## src/rtl/apb_slave_regbank_if.sv

```systemverilog
// APB bus bundle between the AHB-to-APB bridge (master) and the register bank (slave).
interface apb_slave_regbank_if #(
    parameter int NUM_SEL = 3,
    parameter int DATA_W  = 32,
    parameter int ADDR_W  = 32
);
    logic [NUM_SEL-1:0]  Pselx;
    logic                Penable;
    logic                Pwrite;
    logic [ADDR_W-1:0]   Paddr;
    logic [DATA_W-1:0]   Pwdata;
    logic [DATA_W/8-1:0] Pstrb;
    logic [DATA_W-1:0]   Prdata;
    logic                Pready;
    logic                Pslverr;

    modport master (
        output Pselx, Penable, Pwrite, Paddr, Pwdata, Pstrb,
        input  Prdata, Pready, Pslverr
    );

    modport slave (
        input  Pselx, Penable, Pwrite, Paddr, Pwdata, Pstrb,
        output Prdata, Pready, Pslverr
    );
endinterface

```

## src/rtl/apb_slave_regbank.sv

```systemverilog
// APB slave endpoint: NUM_SEL channels of NUM_REGS read/write registers with
// programmable wait states, byte strobes and slave-error signalling.
module apb_slave_regbank #(
    parameter int               NUM_SEL     = 3,
    parameter int               NUM_REGS    = 8,
    parameter int               DATA_W      = 32,
    parameter int               ADDR_W      = 32,
    parameter int               WAIT_STATES = 0,
    parameter logic [DATA_W-1:0] RESET_VAL  = '0
) (
    input  logic               Hclk,
    input  logic               Hresetn,
    apb_slave_regbank_if.slave bus
);
    localparam int IDX_W  = $clog2(NUM_REGS);
    localparam int CH_W   = (NUM_SEL > 1) ? $clog2(NUM_SEL) : 1;
    localparam int STRB_W = DATA_W / 8;

    typedef enum logic [1:0] {IDLE, SETUP, ACCESS} state_t;

    state_t            state;
    logic [3:0]        wait_cnt;
    logic [DATA_W-1:0] regs [NUM_SEL][NUM_REGS];
    logic [CH_W-1:0]   ch_q;
    logic [IDX_W-1:0]  idx_q;
    logic              write_q;
    logic              err_q;
    logic [DATA_W-1:0] rdata_q;

    logic [CH_W-1:0]   ch_now;
    logic [IDX_W-1:0]  idx_now;
    logic              err_now;
    logic              sel_any;
    logic              done;

    function automatic logic [CH_W-1:0] sel_to_ch(input logic [NUM_SEL-1:0] sel);
        logic [CH_W-1:0] ch;
        ch = '0;
        for (int i = NUM_SEL - 1; i >= 0; i--) begin
            if (sel[i]) ch = CH_W'(i);
        end
        return ch;
    endfunction

    // Errors: non-one-hot select, word index past the bank, or misaligned byte address.
    assign ch_now  = sel_to_ch(bus.Pselx);
    assign idx_now = bus.Paddr[2 +: IDX_W];
    assign err_now = !$onehot(bus.Pselx)
                  || (bus.Paddr[ADDR_W-1:2] >= (ADDR_W-2)'(NUM_REGS))
                  || (bus.Paddr[1:0] != 2'b00);
    assign sel_any = |bus.Pselx;
    assign done    = (state == ACCESS) && (wait_cnt == 4'(WAIT_STATES));

    assign bus.Pready  = done;
    assign bus.Pslverr = done && err_q;
    assign bus.Prdata  = rdata_q;

    always_ff @(posedge Hclk or negedge Hresetn) begin
        if (!Hresetn) begin
            state    <= IDLE;
            wait_cnt <= '0;
            ch_q     <= '0;
            idx_q    <= '0;
            write_q  <= 1'b0;
            err_q    <= 1'b0;
            rdata_q  <= '0;
            for (int c = 0; c < NUM_SEL; c++) begin
                for (int r = 0; r < NUM_REGS; r++) begin
                    regs[c][r] <= RESET_VAL;
                end
            end
        end else begin
            case (state)
                IDLE: begin
                    wait_cnt <= '0;
                    rdata_q  <= '0;
                    if (sel_any && !bus.Penable) state <= SETUP;
                end
                SETUP: begin
                    ch_q     <= ch_now;
                    idx_q    <= idx_now;
                    write_q  <= bus.Pwrite;
                    err_q    <= err_now;
                    wait_cnt <= '0;
                    rdata_q  <= (bus.Pwrite || err_now) ? '0 : regs[ch_now][idx_now];
                    state    <= ACCESS;
                end
                ACCESS: begin
                    if (done) begin
                        // Write data and strobes are taken from the completion cycle.
                        if (write_q && !err_q) begin
                            for (int b = 0; b < STRB_W; b++) begin
                                if (bus.Pstrb[b]) regs[ch_q][idx_q][b*8 +: 8] <= bus.Pwdata[b*8 +: 8];
                            end
                        end
                        rdata_q <= '0;
                        state   <= (sel_any && !bus.Penable) ? SETUP : IDLE;
                    end else if (!sel_any || !bus.Penable) begin
                        rdata_q <= '0;
                        state   <= IDLE;
                    end else begin
                        wait_cnt <= wait_cnt + 4'd1;
                    end
                end
                default: state <= IDLE;
            endcase
        end
    end
endmodule

```

## src/flat_wrapper.sv

```systemverilog
// flat-port wrapper written by rule: the top's interface ports become plain ports
module apb_slave_regbank_flat 
#(
    parameter int               NUM_SEL     = 3,
    parameter int               NUM_REGS    = 8,
    parameter int               DATA_W      = 32,
    parameter int               ADDR_W      = 32,
    parameter int               WAIT_STATES = 0,
    parameter logic [DATA_W-1:0] RESET_VAL  = '0
)
  (Hclk, Hresetn, bus_Pselx, bus_Penable, bus_Pwrite, bus_Paddr, bus_Pwdata, bus_Pstrb, bus_Prdata, bus_Pready, bus_Pslverr);
  apb_slave_regbank_if #(.NUM_SEL(NUM_SEL), .DATA_W(DATA_W), .ADDR_W(ADDR_W)) bus_i ();
  input  logic Hclk;
  input  logic Hresetn;
  input wire logic [$bits(bus_i.Pselx)-1:0] bus_Pselx;
  input wire logic [$bits(bus_i.Penable)-1:0] bus_Penable;
  input wire logic [$bits(bus_i.Pwrite)-1:0] bus_Pwrite;
  input wire logic [$bits(bus_i.Paddr)-1:0] bus_Paddr;
  input wire logic [$bits(bus_i.Pwdata)-1:0] bus_Pwdata;
  input wire logic [$bits(bus_i.Pstrb)-1:0] bus_Pstrb;
  output wire logic [$bits(bus_i.Prdata)-1:0] bus_Prdata;
  output wire logic [$bits(bus_i.Pready)-1:0] bus_Pready;
  output wire logic [$bits(bus_i.Pslverr)-1:0] bus_Pslverr;
  assign bus_i.Pselx = bus_Pselx;
  assign bus_i.Penable = bus_Penable;
  assign bus_i.Pwrite = bus_Pwrite;
  assign bus_i.Paddr = bus_Paddr;
  assign bus_i.Pwdata = bus_Pwdata;
  assign bus_i.Pstrb = bus_Pstrb;
  assign bus_Prdata = bus_i.Prdata;
  assign bus_Pready = bus_i.Pready;
  assign bus_Pslverr = bus_i.Pslverr;
  apb_slave_regbank #(.NUM_SEL(NUM_SEL), .NUM_REGS(NUM_REGS), .DATA_W(DATA_W), .ADDR_W(ADDR_W), .WAIT_STATES(WAIT_STATES), .RESET_VAL(RESET_VAL)) u_core (.Hclk(Hclk), .Hresetn(Hresetn), .bus(bus_i));
endmodule
```

## config.mk

```make
export PLATFORM = sky130hd
export DESIGN_NAME = apb_slave_regbank_flat
export DESIGN_NICKNAME = d
export VERILOG_FILES = /design/src/rtl/apb_slave_regbank_if.sv /design/src/rtl/apb_slave_regbank.sv /design/src/flat_wrapper.sv
export SDC_FILE = /design/constraint.sdc
export NUM_CORES = 1
export LEC_CHECK = 0
export BUFFER_PORTS_ARGS = -buffer_cell sky130_fd_sc_hd__buf_2
export CAP_MARGIN = 15
export CORE_MARGIN = 8
export CORE_UTILIZATION = 36
export CTS_CLUSTER_SIZE = 8
export DETAILED_ROUTE_END_ITERATION = 12
export GPL_ROUTABILITY_DRIVEN = 0
export RECOVER_POWER = 50
export SYNTH_ARGS = -nofsm -noshare
export SYNTH_HDL_FRONTEND = slang
export SYNTH_SLANG_ARGS = --single-unit
```

## constraint.sdc

```tcl
create_clock -name Hclk -period 2.1 [get_ports Hclk]
set_input_delay 0.105 -clock Hclk [delete_from_list [all_inputs] [get_ports Hclk]]
set_output_delay 0.105 -clock Hclk [all_outputs]
set_load 0.05 [all_outputs]
```

After elaboration in Yosys (flattened, before gate mapping)
Cells that the tools add are included.
- add/sub/neg operators: 3
- magnitude comparators: 7
- eq/ne operators: 7
- multiplexer cells: 54
- bitwise logic cells: 4
- reductions and logical operators: 25
- operators by type and width (kind ; number):
    $mux 768 ; 13
    $bwmux 768 ; 4
    $demux 256 s2 ; 4
    $mux 256 ; 6
    $bmux 256 s2 ; 1
    $demux 32 s3 ; 4
    $mux 32 ; 6
    $bmux 32 s3 ; 1
    $pmux 32 s3 ; 1
    $ge 30x4->1 const B ; 1
    $mux 24 ; 1
    $mux 16 ; 1
    $mux 2 ; 6
    $ge 4x4->1 const B ; 2
    $mux 4 ; 2
    $mux 8 ; 1
    $not 3->4 ; 2
    $pmux 4 s2 ; 1
    $ge 3x3->1 const B ; 2
    $logic_and 1x1->1 ; 6
    $not 2->3 ; 2
    $pmux 2 s3 ; 1
    $reduce_and 3->1 ; 2
    $add 4x1->4 const B ; 1
    19 further kinds ; 29
- register bits: 813
- output and inout bits: 34

Depth between registers and ports, before layout
- depth in word-level cells: 24
- mapped depth: 11
- mapped depth without buffers: 7

Worst setup path after synthesis
OpenSTA, ideal clock, no wires.
- path kind: reg2reg
- start: register u_core.wait_cnt[0]
- end: register u_core.regs[447] (netlist bit)
- library setup time: 0.125 ns
- arrival: 2.610 ns
- data required time: 1.975 ns
- setup slack: -0.635 ns
- cell stages (with the launch flop): 9
- buffers on the path: 1
- clock period less this slack: 2.735 ns
- cell sequence: dfrtp_1 > inv_1 > ha_1 > or3b_4 > nor3b_4 > nand3_1 > buf_6 > nor2_8 > mux2_2
- cells in the longest elaborated chain, start to end: 3
- RTL lines (what ; RTL line ; text):
    start, declared ; apb_slave_regbank.sv:22 ; logic [3:0] wait_cnt;
    start signal, assigned ; apb_slave_regbank.sv:102 ; wait_cnt <= wait_cnt + 4'd1;
    $logic_not 4->1 ; apb_slave_regbank.sv:52 ; assign done = (state == ACCESS) && (wait_cnt == 4'(WAIT_STATES));
    $logic_and 1x1->1 ; apb_slave_regbank.sv:52 ;
    named net bus_Pready ; flat_wrapper.sv:22 ; output wire logic [$bits(bus_i.Pready)-1:0] bus_Pready;
    $reduce_and 3->1 (no line) ; n/a ;
    end signal, assigned by index ; apb_slave_regbank.sv:93 ; if (bus.Pstrb[b]) regs[ch_q][idx_q][b*8 +: 8] <= bus.Pwdata[b*8 +: 8];
    end, declared ; apb_slave_regbank.sv:23 ; logic [DATA_W-1:0] regs [NUM_SEL][NUM_REGS];
The timed path passes the listed nets, and every way through them passes these cells.
A chain may end at the register's enable or synchronous reset.

Final worst setup path
- start: register u_core.wait_cnt[0]
- end: register u_core.regs[117] (netlist bit)
- cells in the longest elaborated chain, start to end: 3
- RTL lines (what ; RTL line):
    $logic_not 4->1 ; apb_slave_regbank.sv:52
    $logic_and 1x1->1 ; apb_slave_regbank.sv:52
    $reduce_and 3->1 (no line) ; n/a
No other way between the ends.

==> impl_metrics.csv <==
group,metric,value,unit
grt,grt_pass1_wl,177,mm
yosys,synth_area_leader_cell,"dfrtp_1",
die,die_h,344,um
yosys,syn_inst,2898,
cts,htreeDepth,3,
die,die_w,344,um
drt,vias_per_cell,5.51,
timing,fin_ws,-463,ps
drt,postRouteAntennaNets,0,
critical_path,slowest_stage,"and4bb_4",
drt,num_vias,25600,
cts,cts_root_buffer,"clkbuf_16",
power,p_leak,23.8,nW
grt,antenna_found_initial,5,
timing,post-route-min-period,2560,ps
placed_design,placedCellCount,4484,
die,boundaryPins,109,
yosys,synth_area_leaders,"dfrtp_1, mux2_2, nor2_8",
flow_run,drv_cap,2,
die,dieArea,119000,um2
cts,cts_buffers,111,
drt,drcViolationCount,0,
grt,grt_overflow,0,
critical_path,end_kind,"flop",
critical_path,start_kind,"flop",
critical_path,required,2650,ps
cts,cts.path.max_buffers,3,
placed_design,post-dp-hpwl,77.1,mm
timing,drv_slew,58,
grt,grt_use_total,19.5,%
layout,fin_nets,3313,
critical_path,criticalPathCategory,"flop to flop",
critical_path,worst-path-max-fanout,8,
critical_path,arrival,3110,ps
yosys,synth_top_area_share,52.4,%
cts,tritoncts,"done",
timing,rsz0062_at_grt,"yes",
yosys,ys_types,70,
yosys,synth-edff-count,0,
critical_path,path_cells,"inv_2 > ha_4 > or3b_4 > and4bb_4 > buf_12 > nand2_8 > buf_12 > nor2_8 > mux2_2",
timing,finalSetupViolCount,781,
die,num_rows,120,
layout,drive_gt1_share,46.5,%
yosys,yosys_warnings,0,
cts,cts.clk_slew.worst_paths,50,ps
drt,drt_first_pass_iters,5,
grt,grt_max_degree,85,
timing,slew_headroom,-16.4,%
critical_path,critPathBufInv,3,
yosys,synth_most_common_cell,"dfrtp_1",
layout,synthToLayoutAreaGrowth,23.5,%
yosys,syn-cell-area,38800,um2
cts,worstSkewPairLatency,680,ps
grt,grt_pass1_vias,27000,
layout,final_cells,4649,
timing,worst_pin_slew,1750,ps
timing,timing.final.crit_share,122,%
yosys,async_flop_share,100,%
drt,wl_per_cell,25.0,um
drt,routed_wl,116,mm
status,status,"finished, violations left",
timing,hold_violations,0,
yosys,syn_nets,2976,
power,cellPowerDensity,714,nW/um2
critical_path,cpMostUsedCell,"buf_12",
die,initial_core_util,36.3,%
hold_path,hold_path.class,"primary input to flop",
critical_path,cp_top_family,"simple AND/OR/NAND/NOR gates",
critical_path,worst_path_largest_cell_delay,430,ps
yosys,yosysSeqAreaShare,52.4,%
placed_design,portBuffers,108,
drt,drt_iter0_drc,1831,
yosys,synth_ff_type,"dfrtp_1",
yosys,synth_seq_cells,813,
die,core_area,107000,um2
status,violations,"capacitance limit, slew limit, setup timing",
timing,holdWs,46.7,ps
yosys,syn_avg_cell_area,13.4,um2
yosys,synthTopCellsByCount,"dfrtp_1, mux2_2, nand2_1",
timing,skew,23.3,ps
cts,clock-sinks,813,
power,peakVddDrop,0.598,mV
timing,max_freq,390,MHz
## report_power, final
part / switching, mW / internal (mW)
combinational: 1.84 / 0.762
clock: 6.54 / 9.32
sequential: 0.0441 / 15.7
total: 8.42 / 25.8
## sequential cells by signal, summed over array words and instances (netlist names)
| name | flops |
|---|---|
| u_core.wait_cnt | 4 |
| u_core.state | 2 |
| u_core.write_q | 1 |
| u_core.regs | 768 |
| u_core.idx_q | 3 |
| u_core.err_q | 1 |
| u_core.ch_q | 2 |
| u_core.bus.Prdata | 32 |
## cells by family (layout without fill, tap and decap cells)
| group | after synthesis | in the layout | synth area share [%] |
|---|---|---|---|
| mux | 904 | 904 | 27.6 |
| fa+ha+maj | 3 | 3 | 0.116 |
| compound gates | 325 | 325 | 6.45 |
| flops | 813 | 813 | 52.4 |
| buf+inv | 232 | 577 | 3.08 |
| xor+xnor | 3 | 3 | 0.0677 |
| other cells | 0 | 3 | 0 |
| simple gates | 618 | 618 | 10.3 |
## worst reg2reg max path, delay by kind of cell (launching register included)
kind                       cells  cell delay (ps)
and+or+nand+nor                4             1130
buffers and inverters          3              430
DFF                            1              400
muxes                          1              370
adders and majority gates      1              110
## metrics by stage
step / TNS (ps) / total power [mW] / setup slack [ps] / cell area, um2 / util (%)
global placement: -298510 / 18.6 / -1180 / 43500 / 40.6
floorplan: -198750 / 17.1 / -538 / 39300 / -
detailed placement: -309270 / 18.6 / -1230 / 43500 / 40.6
global route: -325880 / 35.3 / -511 / 47900 / 44.8
finish: -281310 / 34.2 / -463 / 47900 / 44.8
CTS: -273680 / 34.6 / -470 / 47800 / 44.7
## layout by cell type (no fill, tap or decap), types with 48 or more instances in the layout
master	instances
buf_2	104
buf_12	77
nand3_1	75
buf_4	204
a31oi_1	48
mux2_4	397
clkbuf_16	112
dfrtp_1	813
mux2i_1	70
nor2_8	70
mux2_2	400
nand2_1	326
## layer usage
metal	GRT usage (%)	up-vias	share of wire, %
met5	0	-	0
met1	27.1	13600	45
met4	6.39	0	2.9
li1	-	11200	-
met3	2.60	179	4.7
met2	31.4	686	47
## layout make-up
class | instances | area (um2)
inverters | 30 | 113
clock inverters | 6 | 85.1
diodes | 3 | 7.51
multi-input cells | 1853 | 18800
flip-flops and latches | 813 | 20300
repair buffers | 426 | 4070
fillers | 9505 | 59100
clock buffers | 115 | 2810
well taps | 1403 | 1760
## worst paths after layout
path | end | from | cells past startpoint | slack (ps)
max in group asynchronous | u_core.regs[58] | Hresetn | 4 | 110
worst max-delay path | u_core.regs[117] | u_core.wait_cnt[0] | 9 | -460
min in group asynchronous | u_core.regs[431] | Hresetn | 3 | 230
worst max register to register | u_core.regs[117] | u_core.wait_cnt[0] | 9 | -460
worst min register to register | u_core.bus.Prdata[26] | u_core.bus.Prdata[26] | 2 | 470
worst min-delay path | u_core.regs[255] | bus_Pwdata[31] | 2 | 50
## repair_timing
action	CTS	global route
pin swaps	64	17
buffers inserted	23	6
endpoints found under the hold margin	814	0
gates resized for setup	236	49
gates cloned	5	0
hold buffers	8	0
endpoints found under the setup margin	803	802
(Power assumes the default switching activity.)
